## config.mk

```make
export PLATFORM = sky130hd
export DESIGN_NAME = rgb_lookup_arbiter
export DESIGN_NICKNAME = d
export VERILOG_FILES = /design/src/rtl/rgb_lookup_arbiter.sv
export SDC_FILE = /design/constraint.sdc
export NUM_CORES = 1
export LEC_CHECK = 0
export BUFFER_PORTS_ARGS = -buffer_cell sky130_fd_sc_hd__buf_2
export CAP_MARGIN = 20
export CORE_ASPECT_RATIO = 0.75
export CORE_MARGIN = 4
export CORE_UTILIZATION = 41
export DETAILED_ROUTE_END_ITERATION = 10
export PLACE_DENSITY = 0.85
export SLEW_MARGIN = 20
export SYNTH_ARGS = -nofsm -noshare
export SYNTH_HDL_FRONTEND = slang
export SYNTH_SLANG_ARGS = --single-unit
```

## constraint.sdc

```tcl
create_clock -name clk -period 1.22 [get_ports clk]
set_clock_uncertainty 0.2 [all_clocks]
set_input_delay 0.122 -clock clk [delete_from_list [all_inputs] [get_ports clk]]
set_output_delay 0.122 -clock clk [all_outputs]
set_load 0.05 [all_outputs]
```

## src/rtl/rgb_lookup_arbiter.sv

```systemverilog
// rgb_lookup_arbiter: round-robin sharing of one 8-entry colour-to-RGB lookup memory between
// two requesters (A, B). One lookup issued per cycle; a tag pipeline matched to the memory read
// latency steers each returning word back to the requester that issued it.
// Build option: define RGB_ROM_OUTREG_EN when the memory has its output register enabled
// (2-cycle read, 3-cycle end-to-end latency). Default is a 1-cycle read, 2-cycle latency.
module rgb_lookup_arbiter #(
  parameter int unsigned COLOUR_W = 3,
  parameter int unsigned RGB_W    = 24
) (
  input  logic                clk,
  input  logic                rst,
  input  logic                req_a,
  input  logic [COLOUR_W-1:0] colour_a,
  output logic                ack_a,
  output logic                valid_a,
  output logic [RGB_W-1:0]    rgb_a,
  input  logic                req_b,
  input  logic [COLOUR_W-1:0] colour_b,
  output logic                ack_b,
  output logic                valid_b,
  output logic [RGB_W-1:0]    rgb_b,
  output logic                rom_en,
  output logic [COLOUR_W-1:0] rom_addr,
  input  logic [RGB_W-1:0]    rom_dout
);

`ifdef RGB_ROM_OUTREG_EN
  localparam int unsigned Lat = 2;
`else
  localparam int unsigned Lat = 1;
`endif

  // Priority pointer: 0 favours A, 1 favours B when both request.
  logic             prio_q;
  logic             grant_a, grant_b;
  // Tag pipeline: valid bit and requester id (0 = A, 1 = B) per memory read stage.
  logic [Lat-1:0]   tag_vld_q;
  logic [Lat-1:0]   tag_id_q;
  logic             retire_a, retire_b;
  logic             valid_a_q, valid_b_q;
  logic [RGB_W-1:0] rgb_a_q, rgb_b_q;

  // Grant decode; reset blocks any issue in the same cycle.
  always_comb begin
    grant_a = 1'b0;
    grant_b = 1'b0;
    if (!rst) begin
      grant_a = req_a && (!req_b || !prio_q);
      grant_b = req_b && (!req_a ||  prio_q);
    end
  end

  assign ack_a    = grant_a;
  assign ack_b    = grant_b;
  assign rom_en   = grant_a | grant_b;
  assign rom_addr = grant_a ? colour_a : (grant_b ? colour_b : '0);

  // Pointer moves to the other requester after each grant, holds when idle.
  always_ff @(posedge clk) begin
    if (rst) begin
      prio_q <= 1'b0;
    end else if (grant_a) begin
      prio_q <= 1'b1;
    end else if (grant_b) begin
      prio_q <= 1'b0;
    end
  end

  // Tag shift register tracking in-flight reads; reset discards everything in flight.
  always_ff @(posedge clk) begin
    if (rst) begin
      tag_vld_q <= '0;
      tag_id_q  <= '0;
    end else begin
      tag_vld_q[0] <= rom_en;
      tag_id_q[0]  <= grant_b;
      for (int unsigned i = 1; i < Lat; i++) begin
        tag_vld_q[i] <= tag_vld_q[i-1];
        tag_id_q[i]  <= tag_id_q[i-1];
      end
    end
  end

  assign retire_a = tag_vld_q[Lat-1] && !tag_id_q[Lat-1];
  assign retire_b = tag_vld_q[Lat-1] &&  tag_id_q[Lat-1];

  // Capture returning data into the owner's result register and pulse its valid.
  always_ff @(posedge clk) begin
    if (rst) begin
      valid_a_q <= 1'b0;
      valid_b_q <= 1'b0;
      rgb_a_q   <= '0;
      rgb_b_q   <= '0;
    end else begin
      valid_a_q <= retire_a;
      valid_b_q <= retire_b;
      if (retire_a) rgb_a_q <= rom_dout;
      if (retire_b) rgb_b_q <= rom_dout;
    end
  end

  assign valid_a = valid_a_q;
  assign valid_b = valid_b_q;
  assign rgb_a   = rgb_a_q;
  assign rgb_b   = rgb_b_q;

endmodule

```

# == Word level (Yosys, flattened, before mapping) ==
# Cells that the tools add are included.
# classes
n_mux,6
n_bitwise,1
n_reduce_logical,11
# op_table
op,count
2-to-1 mux 3 bit,2
logical AND 1 bit,4
zero test 1 bit,4
2-to-1 mux 1 bit,4
logical OR 1 bit,2
nonzero test 2 bit,1
bitwise OR 1 bit,1
# totals
ff_bits,53
inputBits,34
word_cells,25

# == Logic depth before layout (Yosys ltp) ==
# logic_depth
depth_word,6
ltp_mapped,5
ltp_nobuf,3

# == Least setup slack after synthesis ==
# Ideal clock, no wire load.
# synth_timing
path_type,register to output
from,reg prio_q
to,out rom_addr[0]
arrival_time_ps,1290
t_required_ps,898
setup_slack_ps,-392
path_stages_with_launch,4
n_path_buf,0
path_cell_list,dfxtp_1 > a21boi_0 > a32oi_1 > nor2_1
# synth_via
elab_chain_len,5
word_cells_on_any_way,9
# synth_rtl
element,line_no,text
from (decl),34,logic prio_q;
from (signal assigned),61,prio_q <= 1'b0;
from (signal assigned),63,prio_q <= 1'b1;
from (signal assigned),65,prio_q <= 1'b0;
logical OR 1 bit or zero test 1 bit (tied branches),"49, 48",
logical AND 1 bit or logical OR 1 bit (tied branches),"49, 48",
2-to-1 mux 1 bit or logical AND 1 bit (tied branches),"47, 48",
2-to-1 mux 3 bit or 2-to-1 mux 1 bit (tied branches),"56, 47",
2-to-1 mux 3 bit *,56,assign rom_addr = grant_a ? colour_a : (grant_b ? colour_b : '0);
to (decl),23,"output logic [COLOUR_W-1:0] rom_addr,"
# Every way passes the cells marked *; elsewhere a longest branch is shown, timed or not.

# == Worst setup path in the final report ==
# Ends and elaborated chain as after synthesis.

==> reports/results.tsv <==
stage	metric	value	unit
run_status	outcome	finished with violations	
run_status	failing checks	hold timing, setup timing	
clock_tree	Reg clk slew, reported paths	90	ps
worst_hold_path	Worst Hold Launch	rst	
power	Reg power frac	50.3	%
clock_tree	Clock Tree Buf Depth	2	
finish	Area growth, synth to finish	70.25	%
synth	Area contributors post-synth	dfxtp_1 (55%), nand2_1 (19%), a21oi_1 (13%)	
synth	Mapped Nets	271	
timing	RSZ-0062 raised after global routing	yes	
timing	final hold slack	-63.50	ps
synth	Top FF cell, synth	dfxtp_1	
timing	Finish-stage setup viols	28	
clock_tree	CTS tree	yes	
worst_setup_path	WP data required	900	ps
synth	Syn Inst Count	237	
synth	post-synthesis sequential area ratio	55.32	%
drt	WL/cell	14.08	um
grt	first-pass GRT wire length	8.866	mm
synth	most numerous cell in the Yosys netlist	nand2_1	
worst_hold_path	worst hold path class	input port to flop	
synth	synthesized cell area	1918	um2
worst_setup_path	Worst Setup End Kind	output port	
floorplanning	DIE WIDTH	86.98	um
power	Leak	1.408	nW
synth	Post-Syn Area per Cell	8.093	um2
worst_hold_path	Hold Path Depth	3	
synth	post-synth cell types	17	
worst_setup_path	flop2flop setup slack	-50	ps
drt	Vias	2049	
synth	post-synth top area share	55.32	%
timing	worst slew pin tran	336.7	ps
clock_tree	Post-CTS Hold Buffers	26	
power	Internal	2.533	mW
synth	largest area contributor in the netlist	dfxtp_1	
drt	Post-DRT Antenna Nets	0	
placement	gp weighted congestion	0.7611	
worst_setup_path	crit path max fanout	4	
floorplanning	# IOs	90	
job	MaxCap Viol Count	0	
grt	GR Overflow Total	0	
power	Clk pwr share	24.8	%
finish	Non-Filler Instances	416	
worst_setup_path	CP Data Arrival Time	1270	ps
synth	Post-synth ARST share	0	%
finish	fill cell count	327	
timing	Slew headroom	77.55	%
finish	Final nets	394	
drt	vias per std cell	4.925	
clock_tree	CTS Buf Count	5	
floorplanning	die area	5848	um2
timing	max-slew violations	0	
grt	initial antenna violation count	0	
placement	detailed placement HPWL	3.597	mm
drt	drc violations	0	
timing	fmax	0.6275	GHz
grt	all-layer global routing usage	19.28	%
placement	# port buffers	89	
synth	number of synthesized flops with an enable pin	0	
timing	Final min period	1594	ps
worst_hold_path	WHS Endpoint	prio_q$_SDFFE_PP0P_	
floorplanning	Die Ht	67.24	um
power	total power	3.677	mW
clock_tree	TritonCTS Sinks	53	
worst_setup_path	r2r endpoint	rgb_a[5]$_SDFFE_PP0P_	
grt	vias in the first global route	2001	
drt	Total Wirelength	5.856	mm
finish	share of cells above drive strength 1	45.68	%
synth	commonest cells in the netlist	nand2_1 (98), dfxtp_1 (53), a21oi_1 (49)	
drt	Detailed Routing Iterations Pass 1	4	
power	VDD IR max	0.0006339	V
worst_setup_path	CP startpoint kind	flop	
worst_setup_path	R2R depth	4	
floorplanning	Initial Util	42.69	%
timing	fin crit share	130.6	%
clock_tree	H-tree levels	2	
worst_setup_path	Worst R2R Start	tag_vld_q$_SDFF_PP0_	
finish	Ant. Diodes	0	
placement	DP Cell Count	383	
power	pwr/cell area	1126	nW/um2
floorplanning	row count	21	
synth	Synth Register Bits	53	
floorplanning	placeable core region	4493	um2
clock_tree	clk root buf	clkbuf_8	
grt	pin count of the biggest net entering global routing	26	
worst_setup_path	critical path class	flop to output port	
timing	Hold Vio Cnt, Final	1	
power	switching share of power	31.12	%
timing	worst setup margin	-373.7	ps
finish	Post-Route Utilization	72.68	%
power	combinational power share	24.9	%
synth	yosys warns	0	
drt	Iter 0 DRT Violations	95	
clock_tree	Skew-Pair Late Insertion Delay	290	ps
power	NetSw	1.144	mW
sequential cells by signal, summed over array words and instances (netlist names):
| name | count |
|---|---|
| valid_a | 1 |
| tag_vld_q | 1 |
| valid_b | 1 |
| tag_id_q | 1 |
| rgb_b | 24 |
| prio_q | 1 |
| rgb_a | 24 |
layout make-up:
class | count | area (um2) | area share, %
flip-flops and latches | 53 | 1070 | 32.76
repair buffers | 133 | 1056 | 32.34
multi-input cells | 167 | 994.7 | 30.46
well taps | 57 | 71.32 | 2.184
clock buffers | 5 | 68.82 | 2.107
clock inverters | 1 | 5.005 | 0.1533
cells by family (layout without fill, tap and decap cells):
logic type / count (synthesis) / after routing / share of synthesized area, %
AO/OA/AOI/OAI: 54 / 54 / 14.94
AND/OR/NAND/NOR: 113 / 113 / 23.22
flip-flops: 53 / 53 / 55.32
buffers and inverters: 17 / 139 / 6.523
power groups by stage:
stage	Sequential, mW	Clock (mW)	Combinational [mW]
floorplan	2.11	0	0.257
global placement	1.88	0	0.681
detailed placement	1.88	0	0.688
CTS	1.85	0.918	0.819
global route	1.86	0.989	0.970
finish	1.85	0.911	0.917
per-stage QoR:
step / setup WS (ps) / hold slack, ps / TNS [ps] / cell area (um2)
final: -373.7 / -63.50 / -2335 / 3266
after global routing: -427.7 / -52.15 / -4119 / 3266
after CTS: -381.3 / -71.19 / -1646 / 3034
after detailed placement: -145.3 / 180.4 / -817.4 / 2510
after global placement: -86.50 / 175.8 / -314.6 / 2510
after floorplan: 6.057 / 32.18 / 0 / 1976
worst max path at each step:
stage	startpoint	endpoint	slack, ps	depth (start not counted)
after global routing	prio_q$_SDFFE_PP0P_	rom_addr[1]	-430	4
after CTS	prio_q$_SDFFE_PP0P_	rom_addr[2]	-380	4
after floorplan	prio_q$_SDFFE_PP0P_	ack_a	6	2
final	prio_q$_SDFFE_PP0P_	rom_addr[0]	-370	4
after global placement	prio_q$_SDFFE_PP0P_	rom_addr[0]	-90	4
after detailed placement	prio_q$_SDFFE_PP0P_	rom_addr[2]	-150	4
metal layers:
layer  up-vias  GRT usage, %  wire length (um)
li1       1006             -                 -
met1       949         21.97              2362
met2        79         35.04              3003
met3        15         5.000               378
met4         0         6.809               110
met5         -             0                 0
worst max-delay path, cell delays in order, from the launching register on:
cell	delay, ps
dfxtp_2	360
nand2b_4	170
a32oi_2	250
nor2_4	50
buf_6	150
layout by cell type, fill, tap and decap left out:
cell	netlist	final
nand2_1	98	81
buf_4	3	54
dfxtp_1	53	50
buf_2	4	34
a21oi_1	49	31
dlygate4sd3_1	0	26
a21oi_2	0	18
buf_6	6	12
nand2_4	0	9
nand2_2	0	8
nor2_4	0	5
clkbuf_8	0	5
clkbuf_4	0	4
nor2_1	8	3
nand2b_4	0	2
a32oi_2	0	2
buf_12	0	2
dfxtp_4	0	2
and2_1	2	1
a21boi_4	0	1
a32oi_4	0	1
nor2b_4	0	1
and2_4	0	1
o21a_1	1	1
nor3b_1	1	1
and3b_1	1	1
clkinv_2	0	1
buf_8	0	1
dfxtp_2	0	1
timing repair:
action                                  in CTS  in global routing
cloned                                       0                  1
resized for setup                           61                 74
buffers inserted                             0                  0
endpoints found under the setup margin      91                 58
endpoints found under the hold margin       50                  1
pin swaps                                    3                 20
Note: power is estimated with default switching activity, not from simulation.
